## src/rtl/calc_pkg.sv

```systemverilog
// rtl/calc_pkg.sv - op codes, FSM states and 7-segment symbol/segment codes
package calc_pkg;

    typedef enum logic [2:0] {
        OP_ADD = 3'd0,
        OP_SUB = 3'd1,
        OP_MUL = 3'd2,
        OP_DIV = 3'd3,
        OP_REM = 3'd4,
        OP_NEG = 3'd5,
        OP_ABS = 3'd6,
        OP_RSV = 3'd7
    } op_e;

    typedef enum logic [1:0] {
        S_IDLE = 2'd0,
        S_CALC = 2'd1,
        S_DONE = 2'd2
    } state_e;

    // Display symbols: 0..15 are hex nibbles, the rest are special glyphs
    localparam logic [4:0] SYM_BLANK = 5'd16;
    localparam logic [4:0] SYM_MINUS = 5'd17;
    localparam logic [4:0] SYM_E     = 5'd18;

    // Active-low segments, bit 6 = a ... bit 0 = g; element n is hex digit n
    localparam logic [15:0][6:0] SEG_HEX = {
        7'h38, 7'h30, 7'h42, 7'h31, 7'h60, 7'h08, 7'h04, 7'h00,
        7'h0F, 7'h20, 7'h24, 7'h4C, 7'h06, 7'h12, 7'h4F, 7'h01
    };
    localparam logic [6:0] SEG_BLANK = 7'h7F;
    localparam logic [6:0] SEG_MINUS = 7'h7E;
    localparam logic [6:0] SEG_E     = 7'h30;

endpackage

```

## src/rtl/seg7_decoder.sv

```systemverilog
// rtl/seg7_decoder.sv - display symbol to active-low 7-segment pattern
module seg7_decoder
    import calc_pkg::*;
(
    input  logic [4:0] sym,
    output logic [6:0] seg
);

    // Hex symbols index the table; unknown special codes fall back to blank
    always_comb begin
        seg = SEG_BLANK;
        if (!sym[4]) begin
            seg = SEG_HEX[sym[3:0]];
        end else if (sym == SYM_MINUS) begin
            seg = SEG_MINUS;
        end else if (sym == SYM_E) begin
            seg = SEG_E;
        end
    end

endmodule

```

## src/rtl/signed_calc_scan_ctrl.sv

```systemverilog
// rtl/signed_calc_scan_ctrl.sv - sequential signed calculator with multiplexed 7-segment readout
module signed_calc_scan_ctrl
    import calc_pkg::*;
#(
    parameter int W       = 8,
    parameter int NDIG    = 8,
    parameter int REFRESH = 6250
) (
    input  logic                clk,
    input  logic                rst_n,
    input  logic signed [W-1:0] a,
    input  logic signed [W-1:0] b,
    input  logic [2:0]          op,
    input  logic                start,
    output logic                busy,
    output logic                done,
    output logic                div0,
    output logic                ovf,
    output logic [6:0]          a_to_g,
    output logic                dp,
    output logic [NDIG-1:0]     an
);

    localparam int RW  = 2 * W;
    localparam int CW  = $clog2(W);
    localparam int RCW = $clog2(REFRESH + 1);
    localparam int SW  = $clog2(NDIG);
    localparam logic [63:0] OVF_LIM = 64'd1 << (4 * (NDIG - 1));

    state_e               state, state_nxt;
    op_e                  op_q;
    logic signed [W-1:0]  a_q, b_q;
    logic [CW-1:0]        cnt;
    logic [RW-1:0]        prod, mcand, prod_step;
    logic [W-1:0]         mplier, quot, rem, quot_step, rem_step;
    logic [W:0]           rem_sh, rem_diff;
    logic [W-1:0]         a_mag_in, b_mag_in;
    logic                 div_by0, ovf_calc;
    logic signed [RW-1:0] r, r_calc, ae, be;
    logic [RW-1:0]        r_calc_mag, r_mag;

    logic [RCW-1:0]       ref_cnt;
    logic [SW-1:0]        scan_idx, idx_nxt;
    logic [31:0]          nib_val;
    logic [4:0]           sym;
    logic [6:0]           seg_nxt;

    assign a_mag_in = a[W-1] ? W'(-a) : W'(a);
    assign b_mag_in = b[W-1] ? W'(-b) : W'(b);
    assign ae       = RW'(a_q);
    assign be       = RW'(b_q);
    assign div_by0  = ((op_q == OP_DIV) || (op_q == OP_REM)) && (b_q == '0);
    assign dp       = 1'b1;

    // One iteration of shift-add multiply and restoring divide on magnitudes
    always_comb begin
        prod_step = mplier[0] ? (prod + mcand) : prod;
        rem_sh    = {rem, quot[W-1]};
        rem_diff  = rem_sh - {1'b0, mplier};
        rem_step  = rem_diff[W] ? rem_sh[W-1:0] : rem_diff[W-1:0];
        quot_step = {quot[W-2:0], ~rem_diff[W]};
    end

    // Final signed result as it will be captured on entry to DONE
    always_comb begin
        case (op_q)
            OP_SUB:  r_calc = ae - be;
            OP_MUL:  r_calc = (a_q[W-1] ^ b_q[W-1]) ? -$signed(prod_step) : $signed(prod_step);
            OP_DIV:  r_calc = (a_q[W-1] ^ b_q[W-1]) ? -$signed({{W{1'b0}}, quot_step})
                                                     : $signed({{W{1'b0}}, quot_step});
            OP_REM:  r_calc = a_q[W-1] ? -$signed({{W{1'b0}}, rem_step})
                                       : $signed({{W{1'b0}}, rem_step});
            OP_NEG:  r_calc = -ae;
            OP_ABS:  r_calc = a_q[W-1] ? -ae : ae;
            default: r_calc = ae + be;
        endcase
        if (div_by0) begin
            r_calc = '0;
        end
        r_calc_mag = r_calc[RW-1] ? RW'(-r_calc) : RW'(r_calc);
        ovf_calc   = (64'(r_calc_mag) >= OVF_LIM);
    end

    // FSM state register
    always_ff @(posedge clk or negedge rst_n) begin
        if (!rst_n) state <= S_IDLE;
        else        state <= state_nxt;
    end

    // FSM next-state logic
    always_comb begin
        state_nxt = state;
        case (state)
            S_IDLE:  if (start) state_nxt = S_CALC;
            S_CALC:  if (cnt == '0) state_nxt = S_DONE;
            S_DONE:  state_nxt = S_IDLE;
            default: state_nxt = S_IDLE;
        endcase
    end

    // FSM outputs
    always_comb begin
        busy = (state != S_IDLE);
        done = (state == S_DONE);
    end

    // Operand capture, iteration registers and result/flag update
    always_ff @(posedge clk or negedge rst_n) begin
        if (!rst_n) begin
            op_q   <= OP_ADD;
            a_q    <= '0;
            b_q    <= '0;
            cnt    <= '0;
            prod   <= '0;
            mcand  <= '0;
            mplier <= '0;
            quot   <= '0;
            rem    <= '0;
            r      <= '0;
            div0   <= 1'b0;
            ovf    <= 1'b0;
        end else if (state == S_IDLE) begin
            if (start) begin
                op_q   <= op_e'(op);
                a_q    <= a;
                b_q    <= b;
                cnt    <= (op_e'(op) inside {OP_MUL, OP_DIV, OP_REM}) ? CW'(W - 1) : '0;
                prod   <= '0;
                mcand  <= {{W{1'b0}}, a_mag_in};
                mplier <= b_mag_in;
                quot   <= a_mag_in;
                rem    <= '0;
            end
        end else if (state == S_CALC) begin
            if (op_q == OP_MUL) begin
                prod   <= prod_step;
                mcand  <= mcand << 1;
                mplier <= mplier >> 1;
            end else if (!div_by0) begin
                quot   <= quot_step;
                rem    <= rem_step;
            end
            if (cnt == '0) begin
                r    <= r_calc;
                div0 <= div_by0;
                ovf  <= ovf_calc;
            end else begin
                cnt  <= cnt - CW'(1);
            end
        end
    end

    // Symbol for the digit that becomes lit on the next edge
    always_comb begin
        idx_nxt = scan_idx;
        if (ref_cnt == RCW'(REFRESH - 1)) begin
            idx_nxt = (scan_idx == SW'(NDIG - 1)) ? '0 : scan_idx + SW'(1);
        end
        r_mag   = r[RW-1] ? RW'(-r) : RW'(r);
        nib_val = 32'(r_mag) >> {idx_nxt, 2'b00};
        sym     = SYM_BLANK;
        if (idx_nxt == SW'(NDIG - 1)) begin
            if (r[RW-1])   sym = SYM_MINUS;
            else if (div0) sym = SYM_E;
        end else if (ovf) begin
            sym = SYM_MINUS;
        end else if ((idx_nxt == '0) || (nib_val != 32'd0)) begin
            sym = {1'b0, nib_val[3:0]};
        end
    end

    seg7_decoder u_dec (
        .sym (sym),
        .seg (seg_nxt)
    );

    // Refresh timer, scan index and registered digit/segment drive
    always_ff @(posedge clk or negedge rst_n) begin
        if (!rst_n) begin
            ref_cnt  <= '0;
            scan_idx <= '0;
            an       <= '1;
            a_to_g   <= 7'h7F;
        end else begin
            ref_cnt  <= (ref_cnt == RCW'(REFRESH - 1)) ? '0 : ref_cnt + RCW'(1);
            scan_idx <= idx_nxt;
            an       <= ~(NDIG'(1) << idx_nxt);
            a_to_g   <= seg_nxt;
        end
    end

endmodule

```

## config.mk

```make
export PLATFORM = sky130hd
export DESIGN_NAME = signed_calc_scan_ctrl
export DESIGN_NICKNAME = d
export VERILOG_FILES = /design/src/rtl/calc_pkg.sv /design/src/rtl/seg7_decoder.sv /design/src/rtl/signed_calc_scan_ctrl.sv
export SDC_FILE = /design/constraint.sdc
export NUM_CORES = 1
export LEC_CHECK = 0
export ABC_AREA = 1
export ABC_CLOCK_PERIOD_IN_PS = 7490
export CAP_MARGIN = 10
export CORE_MARGIN = 2
export CORE_UTILIZATION = 35
export DETAILED_ROUTE_END_ITERATION = 8
export MAX_ROUTING_LAYER = met4
export PLACE_DENSITY = 0.54
export SYNTH_ARGS = -nofsm -noshare
export SYNTH_HDL_FRONTEND = slang
export SYNTH_SLANG_ARGS = --single-unit
```

## constraint.sdc

```tcl
create_clock -name clk -period 7.49 [get_ports clk]
set_input_delay 1.498 -clock clk [delete_from_list [all_inputs] [get_ports clk]]
set_output_delay 1.498 -clock clk [all_outputs]
set_load 0.02 [all_outputs]
```

==> summary.md, run 1 <==
| Metric | Value |
|---|---|
| Static Leakage | `5.72 nW` |
| I/O pins | `42` |
| Post-route fraction of the period consumed by the critical path | `57.5%` |
| Number of failing setup endpoints in the final timing report | `0` |
| Top cell type by total area after synthesis | `sky130_fd_sc_hd__dfrtp_1` |
| Peak supply drop | `0.000236 V` |
| N_diodes | `0` |
| Global-route wire length before repair | `47.0 mm` |
| Clock H-tree levels | `4` |
| Required time at the worst-slack endpoint | `7.81 ns` |
| Post-synthesis instance area | `10000 um2` |
| Proportion of synthesized chip area in sequential cells | `32.2%` |
| Post-detailed-placement half-perimeter wirelength | `22.3 mm` |
| Setup repair after global routing missed its margin | `no` |
| Asr flop ratio synth | `100%` |
| Overall via count from detail_route | `9574` |
| GP Congestion | `0.931` |
| #FFs+latches synth | `128` |
| Worst min-delay path class | `reg2reg` |
| All-layer global routing usage | `20.1%` |
| Path type of the worst setup path | `reg2reg` |
| Startpoint class of the critical path | `flop` |
| Main flop type after synthesis | `sky130_fd_sc_hd__dfrtp_1` |
| Relative slew slack | `29.3%` |
| Number of vias per cell | `5.05` |
| Syn_area_per_cell | `6.77 um2` |
| Setup repair bufs after CTS | `0` |
| Post-Synthesis Cells | `1477` |
| TritonCTS clock tree | `yes` |
| Vias in the first global route | `8920` |
| Tightest Pin Transition | `1.06 ns` |
| Number of violations of the max-capacitance limit | `0` |
| Setup slack at placement | `3.26 ns` |
| Clock power frac | `16.3%` |
| Aggregate routed wire length | `28.8 mm` |
| Top cell types by occurrence after synthesis | `sky130_fd_sc_hd__nand2_1, sky130_fd_sc_hd__inv_1, sky130_fd_sc_hd__nand3_1, sky130_fd_sc_hd__dfrtp_1, sky130_fd_sc_hd__nor2_1` |
| Syn-to-layout area delta | `13.8%` |
| Top cell type's share of synthesized area | `28.3%` |
| Maximum number of pins on one net before global-route repair | `70` |
| Total of warnings raised by yosys | `0` |
| Max-slew violations | `0` |
| Die width | `173 um` |
| Post-DRT Antenna Nets | `0` |
| Violation count after the first detailed-route iteration | `664` |
| Number of antenna violations at the first check in global routing | `0` |
| Arrival time at the worst endpoint | `4.63 ns` |
| Synth area leaders | `sky130_fd_sc_hd__dfrtp_1, sky130_fd_sc_hd__nand2_1, sky130_fd_sc_hd__inv_1` |
| Most used standard cell by instance count after synthesis | `sky130_fd_sc_hd__nand2_1` |
| Placement Cell Area | `10800 um2` |
| Total clock buffers created by CTS | `17` |
| Final clock skew | `0.0109 ns` |
| Worst Path Max Fanout | `22` |
| Number of nets in the synthesized netlist | `1569` |
| Number of nets in the layout | `1599` |
| Part of the power in registers | `21.7%` |
| Root buffer cell | `sky130_fd_sc_hd__clkbuf_16` |
| Final sum of negative setup slack | `0 ns` |
| Fin Hold WS | `0.508 ns` |
| Layout cells sized above 1 | `5.46%` |
| Time the final worst path needs with I/O delays and setup | `4.31 ns` |
| Resized Gates After CTS | `0` |
| First-pass detailed-route iteration total | `5` |
| Final count of hold timing violations | `0` |
| DRC Markers | `0` |
| Distinct cell type count of the synthesized netlist | `51` |
| Average wire per standard cell | `15.2 um` |
| Kind of end point of the critical path | `flop` |
| Pwr per Cell Area | `482 nW/um2` |
| Hold buffer count at CTS | `0` |
| Internal power contribution | `2.63 mW` |
| Floorplan die height | `173 um` |
| Sw power | `2.86 mW` |
| DIE AREA | `29900 um2` |
| Post-route worst setup slack | `3.18 ns` |
| Number of buffers inserted by port buffering | `39` |
| CTS sink cnt | `128` |
| Clock insertion delay at the later pin of the skew report | `0.43 ns` |
| Switching Fraction | `52.1%` |
| Outcome | `completed` |
| Grt ovf | `0` |
| Starting Density | `35.8%` |
| Maximum root-to-sink buffer count | `2` |
| Combinational group share of total power | `62.0%` |
| Row count | `61` |
| Clock-pin slew reported for the worst setup and hold paths after clock tree synthesis | `0.06 ns` |
| Fmax | `232 MHz` |
| Design area | `11400 um2` |
| Area of the core | `27900 um2` |
| Count of flip-flops with a built-in enable after synthesis | `0` |
-- worst max-delay path: stages (launching register included) --
cell and delay, ns:
sky130_fd_sc_hd__dfrtp_1 0.96, sky130_fd_sc_hd__ha_1 0.28, sky130_fd_sc_hd__inv_1 0.08, sky130_fd_sc_hd__fa_1 0.40, sky130_fd_sc_hd__nand3_1 0.09, sky130_fd_sc_hd__nand3_1 0.12, sky130_fd_sc_hd__nand2_1 0.11, sky130_fd_sc_hd__nand3_1 0.09
sky130_fd_sc_hd__nand2_2 0.23, sky130_fd_sc_hd__inv_1 0.15, sky130_fd_sc_hd__o21ai_1 0.38, sky130_fd_sc_hd__nand2_1 0.13, sky130_fd_sc_hd__nor3_1 0.22, sky130_fd_sc_hd__ha_1 0.27, sky130_fd_sc_hd__a221oi_1 0.26, sky130_fd_sc_hd__nand3_1 0.11
sky130_fd_sc_hd__nor2_1 0.09, sky130_fd_sc_hd__nand3_1 0.08, sky130_fd_sc_hd__nand3_1 0.08, sky130_fd_sc_hd__nand2_1 0.05
-- layout by cell type (no fill, tap or decap), types with 21 or more instances in the layout --
master	synthesis	layout
sky130_fd_sc_hd__dfrtp_1	113	113
sky130_fd_sc_hd__nor2_1	104	104
sky130_fd_sc_hd__ha_1	66	66
sky130_fd_sc_hd__nor3_1	36	36
sky130_fd_sc_hd__xor2_1	21	21
sky130_fd_sc_hd__nand2_1	388	388
sky130_fd_sc_hd__nand3_1	134	134
sky130_fd_sc_hd__a21oi_1	54	54
sky130_fd_sc_hd__nand4_1	30	30
sky130_fd_sc_hd__clkdlybuf4s50_1	0	38
sky130_fd_sc_hd__o22ai_1	26	26
sky130_fd_sc_hd__inv_1	228	228
sky130_fd_sc_hd__o21ai_0	103	103
-- layout make-up --
type | count | area [um2]
Fill cell | 2924 | 16500
Clock inverter | 13 | 188
Clock buffer | 18 | 439
Sequential cell | 128 | 3220
Inverter | 245 | 920
Timing Repair Buffer | 46 | 444
Tap cell | 378 | 473
Multi-Input combinational cell | 1069 | 5700
-- power by group through the flow --
stage	Combinational, mW	Clock [mW]	Sequential [mW]
6_report	3.40	0.894	1.19
3_5_place_dp	3.36	0	1.20
4_1_cts	3.38	0.911	1.19
2_1_floorplan	2.54	0	1.12
5_1_grt	3.89	0.936	1.22
3_3_place_gp	3.35	0	1.19
-- state kept, by name, indices dropped and copies added, names as in the netlist, 8 cells and up --
signal,count
mcand,16
prod,16
r,16
ref_cnt,13
a_q,8
an,8
b_q,8
mplier,8
quot,8
rem,8
-- path summary, 6_finish.rpt --
check | from | to | slack (ns) | cells after the start
min reg2reg | r[3]$_DFFE_PN0P_ | r[3]$_DFFE_PN0P_ | 0.51 | 2
max in group asynchronous | rst_n | a_q[2]$_DFFE_PN0P_ | 5.15 | 2
min in group asynchronous | rst_n | mcand[15]$_DFFE_PN0P_ | 1.04 | 1
min | r[3]$_DFFE_PN0P_ | r[3]$_DFFE_PN0P_ | 0.51 | 2
max | mplier[0]$_DFFE_PN0P_ | r[7]$_DFFE_PN0P_ | 3.18 | 19
max reg2reg | mplier[0]$_DFFE_PN0P_ | r[7]$_DFFE_PN0P_ | 3.18 | 19
-- logic make-up after synthesis --
| kind of cell | after synthesis | synth area share (%) |
|---|---|---|
| compound gates | 254 | 14.9 |
| xor+xnor | 24 | 2.10 |
| fa+ha+maj | 70 | 9.06 |
| buf+inv | 280 | 10.8 |
| flops | 128 | 32.2 |
| other cells | 2 | 0.0751 |
| simple gates | 719 | 30.9 |
-- per-layer routing --
metal	vias to the layer above	track usage, %	wire length, um
li1	4927	-	-
met1	4409	26.8	14000
met2	209	31.7	13200
met3	29	3.30	997
met4	0	5.44	532
met5	-	-	0
-- through the flow --
step / power [mW] / std cells / utilization [%]
detailed placement: 4.56 / 1866 / 38.5
global route: 6.05 / 1897 / 40.8
finish: 5.49 / 1897 / 40.8
global placement: 4.54 / 1866 / 38.5
CTS: 5.48 / 1897 / 40.8
floorplan: 3.66 / 1477 / -
No activity file was read; power rests on OpenSTA's default activity.
==> run 2: changes to the inputs <==
--- a/config.mk
+++ b/config.mk
@@ -6,7 +6,7 @@
 export NUM_CORES = 1
 export LEC_CHECK = 0
 export ABC_AREA = 1
-export ABC_CLOCK_PERIOD_IN_PS = 7490
+export ABC_CLOCK_PERIOD_IN_PS = 4160
 export CAP_MARGIN = 10
 export CORE_MARGIN = 2
 export CORE_UTILIZATION = 35
==> constraint.sdc (replaced) <==
create_clock -name clk -period 4.16 [get_ports clk]
set_input_delay 0.832 -clock clk [delete_from_list [all_inputs] [get_ports clk]]
set_output_delay 0.832 -clock clk [all_outputs]
set_load 0.02 [all_outputs]
==> summary.md, run 2 (same netlist as run 1, synthesis figures left out) <==
| Metric | Value |
|---|---|
| Syn-to-layout area delta | `14.0%` |
| Startpoint class of the critical path | `flop` |
| Number of failing setup endpoints in the final timing report | `0` |
| Crit path to | `r[7]$_DFFE_PN0P_` |
| Number of fillers in the final layout | `2976` |
| Average wire per standard cell | `15.0 um` |
| Worst min-delay path class | `reg2reg` |
| Post-detailed-placement half-perimeter wirelength | `22.4 mm` |
| Reg2Reg Setup Slack | `0.61 ns` |
| Cells along the critical path | `inv_1 > ha_1 > inv_1 > fa_1 > nand3_1 > nand3_1 > nand2_1 > nand3_1 > nand2_2 > inv_1 > nand2_1 > nand2_1 > inv_1 > nand2_1 > nor3_1 > ha_1 > a221oi_1 > nand3_1 > nor2_1 > nand3_1 > nand3_1 > nand2_1` |
| Critical path depth in cells | `22` |
| First-pass detailed-route iteration total | `5` |
| DRC Markers | `0` |
| Tightest Pin Transition | `0.986 ns` |
| Final clock skew | `0.0133 ns` |
| Slowest cell on the critical path | `sky130_fd_sc_hd__fa_1` |
| All-layer global routing usage | `20.0%` |
| Floorplan die height | `173 um` |
| Switching Fraction | `52.3%` |
| Setup repair after global routing missed its margin | `no` |
| Most frequent cell on the critical path | `sky130_fd_sc_hd__nand3_1` |
| Maximum root-to-sink buffer count | `2` |
| Clock-pin slew reported for the worst setup and hold paths after clock tree synthesis | `0.06 ns` |
| Die width | `173 um` |
| Relative slew slack | `34.3%` |
| Final sum of negative setup slack | `0 ns` |
| Root buffer cell | `sky130_fd_sc_hd__clkbuf_16` |
| Max-slew violations | `0` |
| Outcome | `completed` |
| Number of buffers inserted by port buffering | `39` |
| Resized Gates After CTS | `0` |
| Fmax | `281 MHz` |
| Combinational group share of total power | `64.8%` |
| GP Congestion | `0.923` |
| Sw power | `5.16 mW` |
| Global-route wire length before repair | `47.0 mm` |
| Required time at the worst-slack endpoint | `4.48 ns` |
| Most common cell after layout, fill and taps aside | `sky130_fd_sc_hd__nand2_1` |
| Vias in the first global route | `9097` |
| Most frequent cells in the layout | `sky130_fd_sc_hd__nand2_1, sky130_fd_sc_hd__inv_1, sky130_fd_sc_hd__nand3_1` |
| DIE AREA | `29900 um2` |
| Capture point of the worst reg-to-reg path | `r[7]$_DFFE_PN0P_` |
| Buf/Inv on CP | `4` |
| Clock H-tree levels | `4` |
| Clock power frac | `14.0%` |
| Post-DRT Antenna Nets | `0` |
| Grt ovf | `0` |
| Worst path max stage delay | `0.41 ns` |
| I/O pins | `42` |
| Kind of end point of the critical path | `flop` |
| Number of violations of the max-capacitance limit | `0` |
| TritonCTS clock tree | `yes` |
| Violation count after the first detailed-route iteration | `634` |
| Number of antenna violations at the first check in global routing | `0` |
| Worst Path Max Fanout | `15` |
| PnR Total Power | `9.87 mW` |
| Part of the power in registers | `21.2%` |
| Time the final worst path needs with I/O delays and setup | `3.55 ns` |
| Area of the core | `27900 um2` |
| Pwr per Cell Area | `866 nW/um2` |
| Row count | `61` |
| Peak supply drop | `0.000352 V` |
| Start point of the critical path | `quot[7]$_DFFE_PN0P_` |
| Cell count of the worst reg-to-reg path | `22` |
| Aggregate routed wire length | `28.7 mm` |
| Number of nets in the layout | `1613` |
| Arrival time at the worst endpoint | `3.87 ns` |
| Layout cells sized above 1 | `6.06%` |
| Post-route fraction of the period consumed by the critical path | `85.4%` |
| Setup repair bufs after CTS | `0` |
| Final count of hold timing violations | `0` |
| CTS sink cnt | `128` |
| Static Leakage | `5.75 nW` |
| Clock insertion delay at the later pin of the skew report | `0.43 ns` |
| Leading registers by flop count | `mcand (16), prod (16), r (16)` |
| Path type of the worst setup path | `reg2reg` |
| Starting Density | `35.8%` |
| FF-to-FF Start | `quot[7]$_DFFE_PN0P_` |
| N_diodes | `0` |
| Cell type group with the largest total delay on the critical path | `simple AND/OR/NAND/NOR gates` |
| Maximum number of pins on one net before global-route repair | `105` |
| Overall via count from detail_route | `9633` |
| Hold buffer count at CTS | `0` |
| Number of vias per cell | `5.04` |
| Total clock buffers created by CTS | `17` |
| Internal power contribution | `4.71 mW` |
-- run 2: cell types whose count changed in the layout (fill, tap and decap cells not counted) --
cell	previous run	this run
sky130_fd_sc_hd__clkinv_2	2	5
sky130_fd_sc_hd__clkbuf_8	1	0
sky130_fd_sc_hd__clkinvlp_4	3	1
sky130_fd_sc_hd__buf_4	7	21
sky130_fd_sc_hd__clkbuf_1	0	4
sky130_fd_sc_hd__bufinv_16	4	1
sky130_fd_sc_hd__clkinv_1	7	8
sky130_fd_sc_hd__inv_6	1	0
-- run 2: how the worst min path moves through the flow --
stage,cells after the start,startpoint,slack (ns),endpoint
CTS,2,r[9]$_DFFE_PN0P_,0.49,r[9]$_DFFE_PN0P_
global placement,2,r[9]$_DFFE_PN0P_,0.47,r[9]$_DFFE_PN0P_
finish,2,r[9]$_DFFE_PN0P_,0.49,r[9]$_DFFE_PN0P_
detailed placement,2,r[9]$_DFFE_PN0P_,0.48,r[9]$_DFFE_PN0P_
floorplan,2,r[9]$_DFFE_PN0P_,0.45,r[9]$_DFFE_PN0P_
global route,2,mcand[15]$_DFFE_PN0P_,0.53,mcand[15]$_DFFE_PN0P_
-- run 2: layout make-up --
class | instances | area [um2] | area share, %
tap | 378 | 473 | 4.15
sequential | 128 | 3220 | 28.3
clock inverter | 11 | 92.6 | 0.812
multi-input combinational | 1069 | 5700 | 50.0
timing repair buffer | 60 | 549 | 4.82
clock buffer | 21 | 440 | 3.86
inverter | 245 | 920 | 8.07
-- run 2: worst reg2reg max path: stages (launching register included) --
cell                       delay, ns
sky130_fd_sc_hd__dfrtp_1        0.35
sky130_fd_sc_hd__inv_1          0.09
sky130_fd_sc_hd__ha_1           0.15
sky130_fd_sc_hd__inv_1          0.07
sky130_fd_sc_hd__fa_1           0.41
sky130_fd_sc_hd__nand3_1        0.09
sky130_fd_sc_hd__nand3_1        0.12
sky130_fd_sc_hd__nand2_1        0.11
sky130_fd_sc_hd__nand3_1        0.09
sky130_fd_sc_hd__nand2_2        0.22
sky130_fd_sc_hd__inv_1          0.15
sky130_fd_sc_hd__nand2_1        0.08
sky130_fd_sc_hd__nand2_1        0.07
sky130_fd_sc_hd__inv_1          0.13
sky130_fd_sc_hd__nand2_1        0.10
sky130_fd_sc_hd__nor3_1         0.26
sky130_fd_sc_hd__ha_1           0.28
sky130_fd_sc_hd__a221oi_1       0.27
sky130_fd_sc_hd__nand3_1        0.11
sky130_fd_sc_hd__nor2_1         0.09
sky130_fd_sc_hd__nand3_1        0.08
sky130_fd_sc_hd__nand3_1        0.08
sky130_fd_sc_hd__nand2_1        0.05
-- run 2: through the flow --
step                      hold WS, ns  utilization [%]  setup slack (ns)  cell area, um2  std cells
after global placement          0.467             38.9             0.739           10900       1880
after detailed placement        0.478             38.9             0.661           10900       1880
after CTS                       0.494             40.8             0.646           11400       1912
final                           0.487             40.8             0.606           11400       1912
after global routing            0.531             40.8             0.243           11400       1912
after floorplan                 0.449                -              1.10           10000       1477
-- run 2: routing by layer --
metal  vias up  global-route usage (%)  part of all wire [%]
met1      4479                    25.9                    47
met3        30                    2.84                   3.5
li1       4948                       -                     -
met5         -                       -                     0
met4         0                    5.76                   2.0
met2       176                    32.7                    47
-- run 2: power groups by stage --
| stage | registers (mW) | logic [mW] | clock network [mW] |
|---|---|---|---|
| 6_report | 2.09 | 6.39 | 1.38 |
| 5_1_grt | 2.15 | 7.26 | 1.48 |
| 4_1_cts | 2.09 | 6.39 | 1.42 |
| 3_3_place_gp | 2.10 | 6.32 | 0 |
| 3_5_place_dp | 2.11 | 6.35 | 0 |
| 2_1_floorplan | 2.01 | 4.58 | 0 |
